<file path="src/rtl/uart_boot_loader_pkg.sv">
// Shared types and constants for the framed UART boot loader.
package uart_boot_loader_pkg;

  typedef enum logic [2:0] {
    IDLE,
    LEN_LO,
    LEN_HI,
    PAYLOAD,
    CHECK,
    DONE,
    ERROR
  } loader_state_e;

  typedef enum logic [1:0] {
    ERR_NONE    = 2'd0,
    ERR_CSUM    = 2'd1,
    ERR_LEN     = 2'd2,
    ERR_TIMEOUT = 2'd3
  } loader_err_e;

  localparam logic [7:0] BOOT_SYNC_BYTE = 8'hA5;

  // Lane index width; a single-byte word still needs a 1-bit (always zero) index.
  function automatic int unsigned lane_width(input int unsigned word_bytes);
    return (word_bytes > 1) ? $clog2(word_bytes) : 1;
  endfunction

endpackage

</file>
<file path="src/rtl/uart_boot_loader_packer.sv">
// boot_word_packer: gathers payload bytes into little-endian words and emits
// a registered one-cycle write with byte enables for the filled lanes.
module boot_word_packer
  import uart_boot_loader_pkg::*;
#(
  parameter int unsigned WORD_BYTES = 4,
  localparam int unsigned LANE_W = lane_width(WORD_BYTES)
) (
  input  logic                    clk,
  input  logic                    reset_n,
  input  logic                    clear,
  input  logic                    byte_valid,
  input  logic [7:0]              byte_in,
  input  logic [LANE_W-1:0]       lane,
  input  logic                    flush,
  output logic                    we,
  output logic [8*WORD_BYTES-1:0] wdata,
  output logic [WORD_BYTES-1:0]   be
);

  logic [8*WORD_BYTES-1:0] acc_reg;
  logic [WORD_BYTES-1:0]   acc_be_reg;
  logic [8*WORD_BYTES-1:0] merged_data;
  logic [WORD_BYTES-1:0]   lane_sel;
  logic [WORD_BYTES-1:0]   merged_be;
  logic                    we_reg;
  logic [8*WORD_BYTES-1:0] wdata_reg;
  logic [WORD_BYTES-1:0]   be_reg;

  genvar gi;
  generate
    for (gi = 0; gi < WORD_BYTES; gi++) begin : g_lane
      assign lane_sel[gi] = byte_valid && (lane == LANE_W'(gi));
      assign merged_data[gi*8 +: 8] = lane_sel[gi] ? byte_in : acc_reg[gi*8 +: 8];
    end
  endgenerate

  assign merged_be = acc_be_reg | lane_sel;

  // Accumulator empties after each write so unfilled lanes of a short word read 0.
  always_ff @(posedge clk or negedge reset_n) begin
    if (!reset_n) begin
      acc_reg    <= '0;
      acc_be_reg <= '0;
      we_reg     <= 1'b0;
      wdata_reg  <= '0;
      be_reg     <= '0;
    end else begin
      we_reg <= 1'b0;
      if (clear) begin
        acc_reg    <= '0;
        acc_be_reg <= '0;
      end else if (byte_valid) begin
        if (flush || lane_sel[WORD_BYTES-1]) begin
          we_reg     <= 1'b1;
          wdata_reg  <= merged_data;
          be_reg     <= merged_be;
          acc_reg    <= '0;
          acc_be_reg <= '0;
        end else begin
          acc_reg    <= merged_data;
          acc_be_reg <= merged_be;
        end
      end
    end
  end

  assign we    = we_reg;
  assign wdata = wdata_reg;
  assign be    = be_reg;

endmodule

</file>
<file path="src/rtl/uart_boot_loader.sv">
// Framed UART program loader: sync, 16-bit length, payload, 8-bit checksum.
// Define UART_BOOT_TIMEOUT_EN to build the inter-byte gap timeout (err_code 3).
module uart_boot_loader
  import uart_boot_loader_pkg::*;
#(
  parameter int unsigned WORD_BYTES     = 4,
  parameter int unsigned ADDR_W         = 10,
  parameter logic [7:0]  SYNC_BYTE      = BOOT_SYNC_BYTE,
  parameter int unsigned TIMEOUT_CYCLES = 1_000_000
) (
  input  logic                    clk,
  input  logic                    reset_n,
  input  logic                    rx_valid,
  input  logic [7:0]              rx_data,
  output logic                    mem_we,
  output logic [ADDR_W-1:0]       mem_addr,
  output logic [8*WORD_BYTES-1:0] mem_wdata,
  output logic [WORD_BYTES-1:0]   mem_be,
  output logic                    cpu_reset_n,
  output logic                    load_busy,
  output logic                    load_done,
  output logic                    load_err,
  output logic [1:0]              err_code,
  output logic [7:0]              last_byte
);

  localparam int unsigned LANE_W = lane_width(WORD_BYTES);
  localparam logic [31:0] CAP_BYTES = 32'(WORD_BYTES) << ADDR_W;

  loader_state_e     state_reg, state_next;
  loader_err_e       err_reg, err_next;
  logic [7:0]        last_byte_reg;
  logic [7:0]        len_lo_reg;
  logic [15:0]       len_reg;
  logic [15:0]       byte_cnt_reg;
  logic [7:0]        csum_reg;
  logic [ADDR_W-1:0] addr_reg;
  logic [15:0]       len_full;
  logic              last_payload;
  logic [LANE_W-1:0] lane;
  logic              timeout_hit;

  assign len_full     = {rx_data, len_lo_reg};
  assign last_payload = ({1'b0, byte_cnt_reg} + 17'd1) == {1'b0, len_reg};
  assign lane         = (WORD_BYTES == 1) ? '0 : byte_cnt_reg[LANE_W-1:0];

`ifdef UART_BOOT_TIMEOUT_EN
  logic [31:0] gap_cnt_reg;

  // A byte arriving on the saturating cycle wins over the timeout.
  assign timeout_hit = load_busy && !rx_valid && (gap_cnt_reg == 32'(TIMEOUT_CYCLES - 1));

  always_ff @(posedge clk or negedge reset_n) begin
    if (!reset_n) begin
      gap_cnt_reg <= '0;
    end else if (rx_valid || !load_busy) begin
      gap_cnt_reg <= '0;
    end else begin
      gap_cnt_reg <= gap_cnt_reg + 32'd1;
    end
  end
`else
  logic unused_timeout;
  assign unused_timeout = ^TIMEOUT_CYCLES;
  assign timeout_hit    = 1'b0;
`endif

  always_ff @(posedge clk or negedge reset_n) begin
    if (!reset_n) begin
      state_reg <= IDLE;
      err_reg   <= ERR_NONE;
    end else begin
      state_reg <= state_next;
      err_reg   <= err_next;
    end
  end

  always_comb begin
    state_next = state_reg;
    err_next   = err_reg;
    if (rx_valid) begin
      case (state_reg)
        IDLE:    if (rx_data == SYNC_BYTE) state_next = LEN_LO;
        LEN_LO:  state_next = LEN_HI;
        LEN_HI: begin
          if ({16'd0, len_full} > CAP_BYTES) begin
            state_next = ERROR;
            err_next   = ERR_LEN;
          end else if (len_full == 16'd0) begin
            state_next = CHECK;
          end else begin
            state_next = PAYLOAD;
          end
        end
        PAYLOAD: if (last_payload) state_next = CHECK;
        CHECK: begin
          if (rx_data == csum_reg) begin
            state_next = DONE;
          end else begin
            state_next = ERROR;
            err_next   = ERR_CSUM;
          end
        end
        DONE:    if (rx_data == SYNC_BYTE) state_next = LEN_LO;
        ERROR: begin
          if (rx_data == SYNC_BYTE) begin
            state_next = LEN_LO;
            err_next   = ERR_NONE;
          end
        end
        default: state_next = IDLE;
      endcase
    end else if (timeout_hit) begin
      state_next = ERROR;
      err_next   = ERR_TIMEOUT;
    end
  end

  always_ff @(posedge clk or negedge reset_n) begin
    if (!reset_n) begin
      last_byte_reg <= '0;
      len_lo_reg    <= '0;
      len_reg       <= '0;
      byte_cnt_reg  <= '0;
      csum_reg      <= '0;
      addr_reg      <= '0;
    end else begin
      if (rx_valid) last_byte_reg <= rx_data;
      if (mem_we) addr_reg <= addr_reg + 1'b1;
      if (rx_valid) begin
        case (state_reg)
          LEN_LO:  len_lo_reg <= rx_data;
          LEN_HI: begin
            len_reg      <= len_full;
            byte_cnt_reg <= '0;
            csum_reg     <= '0;
            addr_reg     <= '0;
          end
          PAYLOAD: begin
            byte_cnt_reg <= byte_cnt_reg + 16'd1;
            csum_reg     <= csum_reg + rx_data;
          end
          default: ;
        endcase
      end
    end
  end

  boot_word_packer #(
    .WORD_BYTES(WORD_BYTES)
  ) u_packer (
    .clk       (clk),
    .reset_n   (reset_n),
    .clear     (rx_valid && (state_reg == LEN_HI)),
    .byte_valid(rx_valid && (state_reg == PAYLOAD)),
    .byte_in   (rx_data),
    .lane      (lane),
    .flush     (last_payload),
    .we        (mem_we),
    .wdata     (mem_wdata),
    .be        (mem_be)
  );

  assign mem_addr    = addr_reg;
  assign load_busy   = (state_reg == LEN_LO) || (state_reg == LEN_HI) ||
                       (state_reg == PAYLOAD) || (state_reg == CHECK);
  assign load_done   = (state_reg == DONE);
  assign load_err    = (state_reg == ERROR);
  assign cpu_reset_n = load_done;
  assign err_code    = err_reg;
  assign last_byte   = last_byte_reg;

endmodule

</file>
<file path="config.mk">
export PLATFORM = sky130hd
export DESIGN_NAME = uart_boot_loader
export DESIGN_NICKNAME = d
export VERILOG_FILES = /design/src/rtl/uart_boot_loader_pkg.sv /design/src/rtl/uart_boot_loader_packer.sv /design/src/rtl/uart_boot_loader.sv
export SDC_FILE = /design/constraint.sdc
export NUM_CORES = 1
export LEC_CHECK = 0
export CAP_MARGIN = 20
export CORE_AREA = 3 3 160 100
export CTS_CLUSTER_DIAMETER = 200
export CTS_CLUSTER_SIZE = 16
export DETAILED_ROUTE_END_ITERATION = 8
export DIE_AREA = 0 0 163 103
export PLACE_DENSITY = 0.7
export SLEW_MARGIN = 30
export SYNTH_ARGS = -nofsm -noshare
export SYNTH_HDL_FRONTEND = slang
export SYNTH_HIERARCHICAL = 1
export SYNTH_SLANG_ARGS = --single-unit
</file>
<file path="constraint.sdc">
create_clock -name clk -period 7.95 [get_ports clk]
set_clock_uncertainty 0.1 [all_clocks]
set_input_delay 1.1925 -clock clk [delete_from_list [all_inputs] [get_ports clk]]
set_output_delay 1.1925 -clock clk [all_outputs]
set_load 0.05 [all_outputs]
</file>
# After elaboration in Yosys (flattened, before gate mapping)

Index checks and enable logic that the tools add are counted.

Bits of input ports: 11
Word-level logic and storage cells: 88
Output and inout bits: 61
Flip-flop bits (word level): 144

Eq/ne operators: 17
Magnitude comparators: 1
Muxes and demuxes: 28
Bitwise logic cells: 2
Reduce and logical (&&, ||, !) cells: 23
$add $sub $neg: 4

Operator list:

| operator              | number |
|---|---|
| $mux 32               | 3 |
| $mux 8                | 4 |
| $pmux 16 s2           | 1 |
| $mux 10               | 3 |
| $add 16x1->17 const B | 1 |
| $eq 17x16->1          | 1 |
| $add 16x1->16 const B | 1 |
| $gt 16x13->1 const B  | 1 |
| $logic_not 16->1      | 1 |
| $pmux 8 s2            | 1 |
| $pmux 3 s5            | 1 |
| $mux 3                | 4 |
| $mux 4                | 3 |
| $add 10x1->10 const B | 1 |
| $eq 3x3->1 const B    | 3 |
| $add 8x8->8           | 1 |
| $eq 8x8->1            | 1 |
| $eq 8x8->1 const B    | 1 |
| $mux 2                | 4 |
| $eq 3x2->1 const B    | 2 |
| $logic_and 1x1->1     | 6 |
| $ne 2x1->1 const B    | 3 |
| $pmux 2 s3            | 1 |
| $reduce_and 2->1      | 3 |
| 15 further kinds      | 24 |

# Logic depth before layout (Yosys ltp)

Depth after elaboration: 7
Gate-level depth with buffers: 11
Depth with buffers taken out: 10

# Hierarchy

Netlist, hierarchy kept.

By module, submodules not included:

| module           | times used | area an instance (µm²) | sequential area each (µm²) | cells an instance |
|---|---|---|---|---|
| uart_boot_loader | 1          | 4,078.9                | 1,776.7                    | 408 |
| boot_word_packer | 1          | 3,160.5                | 1,826.8                    | 212 |

# Worst setup path before layout

No wires, ideal clock.

Path kind: flip-flop to output port
Start: register state_reg[2]
End: output port load_done
Arrival: 2.087 ns
Stages on the path, launching flop included: 5
Buffers on the path: 2
Required time: 6.658 ns
Setup slack: 4.570 ns
Path through: dfrtp_1 buf_2 inv_1 nor3_1 buf_4

Longest elaborated chain between the ends: 1

Ends and longest elaborated chain:

| element                  | RTL line                | source |
|---|---|---|
| start: declaration       | uart_boot_loader.sv:30  | `loader_state_e state_reg, state_next;` |
| start signal: assignment | uart_boot_loader.sv:73  | `state_reg <= state_next;` |
| $eq 3x3->1               | uart_boot_loader.sv:167 | `assign load_done = (state_reg == DONE);` |
| end: declaration         | uart_boot_loader.sv:21  | `output logic load_done,` |

No other way between the ends.

# Worst setup path in the final report

Start: register state_reg[0]
End: output port cpu_reset_n

Longest elaborated chain between the ends: 1

Ends and longest elaborated chain:

| element          | RTL line                | source |
|---|---|---|
| $eq 3x3->1       | uart_boot_loader.sv:167 |  |
| end: declaration | uart_boot_loader.sv:19  | `output logic cpu_reset_n,` |

No other way between the ends.

==> reports/metrics.cfg <==
[run_status]
status=complete, no violations

[timing]
post-route-min-period_ps=4570
fin_setup_tns_ps=0
setup_violations=0
max_freq_ghz=0.219
period_share_pct=57.5
drv_slew=0
rsz0062_at_grt=no
hold_viol=0
worstMarginPinSlew_ps=864
slew-limit-headroom_pct=42.2

[critical_path]
path_cells=inv_1, nor3_1, clkdlybuf4s50_1
critical-path-max-stage-delay_ps=920
reg2reg_from=byte_cnt_reg[0]$_DFFE_PN0P_
endpoint_kind=output pin
required_ps=6660
crit_type=reg2out
reg2reg_slack_ps=3480
worstPathMaxFanout=21
crit_slowest_cell=clkdlybuf4s50_1
start_kind=flip-flop
cp_data_arrival_time_ps=3280
cp-startpoint=state_reg[0]$_DFFE_PN0P_

[placed_design]
gp_congestion=0.889
place_area_um2=8020
dp.cells=858
port_buffers=71
dp_hpwl_mm=11.5

[clock_tree]
cts.sinks=144
cts_tree=done
clk_path_buf_depth=2
holdBufCountCts=0
clock_latency_ps=420
post_cts_resize_count=0
root_buffer=clkbuf_16
numCtsBuffers=17
htree_levels=4
clkTransAtPathRegs_ps=60
post_cts_buffers=0

[logic_synthesis]
yosys.area.top_type_share_pct=49.8
synth_largest_area_cell=dfrtp_1
async_flop_share_pct=100
synth_seq_area_share_pct=49.8
syn-cell-area_um2=7240
synth_nets=641
synthCells=620
synthTopCellsByArea=dfrtp_1, mux2_2, xnor2_1
synth_flop_cell=dfrtp_1
synth_seq_cells=144
synth_edf_count=0
avgSynthCellArea_um2=11.7
synth.distinct_cells=69
synth_warnings=6

[finish]
diodes=0
fillers=1185
layout-drive-gt1-share_pct=22.7
layout.nets=700
final_common_cell=dfrtp_1
stdcell_area_um2=8600
layout_common_cells=dfrtp_1, mux2_2, clkdlybuf4s50_1
area_delta_synth_final_pct=18.8
stdcell_count=890

[floorplanning]
die_h_um=103
die_w_um=163
initial_core_util_pct=50.1
core.rowCount=34
core_um2=14500
ios=72
die-area_um2=16800

[detailed_routing]
vias_per_cell=5.77
routed-via-count=5133
wl_mm=17.2
drt_iter0_drc=341
firstDrtPassIters=5
drc=0
ant_nets=0
avgRoutedWirePerCell_um=19.3

[power_and_ir_drop]
ir_drop_mv=0.206
powerDensity_nw_per_um2=378
p_total_mw=3.25
power.static_leakage_nw=3.79

[global_route]
grt_overflow=0
grt_usage_pct=22.0
grt_pass1_wl_mm=28.6
grt_max_degree=92
grt_antenna_before_repair=0
grt_pass1_vias=5334

[hold_path]
hold_start=u_packer/acc_reg[29]$_DFFE_PN0P_
hold_class=reg2reg

[job]
max-cap-violations=0

[final cells by class]
cell class	instances	area (um2)	share of cell area, %
flip-flops and latches	144	3600	41.9
multi-input cells	429	3380	39.3
repair buffers	76	749	8.72
clock buffers	19	453	5.27
well taps	198	248	2.88
clock inverters	13	125	1.45
inverters	11	41.3	0.480
[power by group]
| part | internal [mW] | switching [mW] | total (mW) |
|---|---|---|---|
| Sequential | 0.960 | 0.239 | 1.20 |
| Combinational | 0.534 | 0.738 | 1.27 |
| Clock | 0.452 | 0.330 | 0.782 |
[cell families (layout without fill, tap and decap cells)]
logic type | Yosys count | count (layout) | synth area share [%]
muxes | 105 | 105 | 16.2
buffers and inverters | 47 | 119 | 3.58
xor gates and xnor gates | 39 | 39 | 4.72
adders and majority gates | 10 | 10 | 1.83
AOI/OAI and AO/OA | 106 | 106 | 10.3
DFF | 144 | 144 | 49.8
and+or+nand+nor | 169 | 169 | 13.6
[cells in the mapped netlist (all sizes together), types with 3 or more instances]
cell / number
a31oi: 3
nor3: 17
nand3: 17
buf: 23
mux2: 99
ha: 9
o21a: 7
nor2: 34
inv: 11
xnor2: 20
a32o: 8
o21ai: 29
nor2b: 3
o22ai: 3
xor2: 19
nand3b: 3
o31ai: 5
nor4: 10
or3: 3
dfrtp: 144
nand4: 8
mux2i: 6
and4: 3
nand2b: 6
a22o: 19
and2: 11
clkbuf: 13
a21o: 6
a21oi: 15
nand2: 43
[per-layer routing]
| layer | track usage, % | routed length [um] | vias up |
|---|---|---|---|
| li1 | - | - | 2365 |
| met5 | 0 | 0 | - |
| met3 | 5.30 | 1010 | 21 |
| met2 | 32.7 | 7470 | 158 |
| met4 | 6.89 | 210 | 0 |
| met1 | 32.1 | 8530 | 2589 |
[worst max-delay path, delay by kind of cell, from the launching register on]
kind | cells | cell delay [ps]
AND/OR/NAND/NOR | 1 | 640
flip-flops | 1 | 750
buffers and inverters | 2 | 1460
[final timing paths]
check | end | cells after the start
worst min-delay path | u_packer/acc_reg[29]$_DFFE_PN0P_ | 1
max in group asynchronous | len_lo_reg[1]$_DFFE_PN0P_ | 2
min in group asynchronous | u_packer/wdata[17]$_DFFE_PN0P_ | 1
worst min register to register | u_packer/acc_reg[29]$_DFFE_PN0P_ | 1
worst max register to register | u_packer/wdata[10]$_DFFE_PN0P_ | 10
worst max-delay path | cpu_reset_n | 3
[through the flow]
stage          worst slack [ps]  utilization (%)  hold slack, ps
2_1_floorplan              4570                -             343
3_3_place_gp               3420             55.5             363
3_5_place_dp               3250             55.5             366
4_1_cts                    3360             59.5             386
5_1_grt                    3240             59.5             410
6_report                   3380             59.5             385
(Power assumes the default switching activity.)
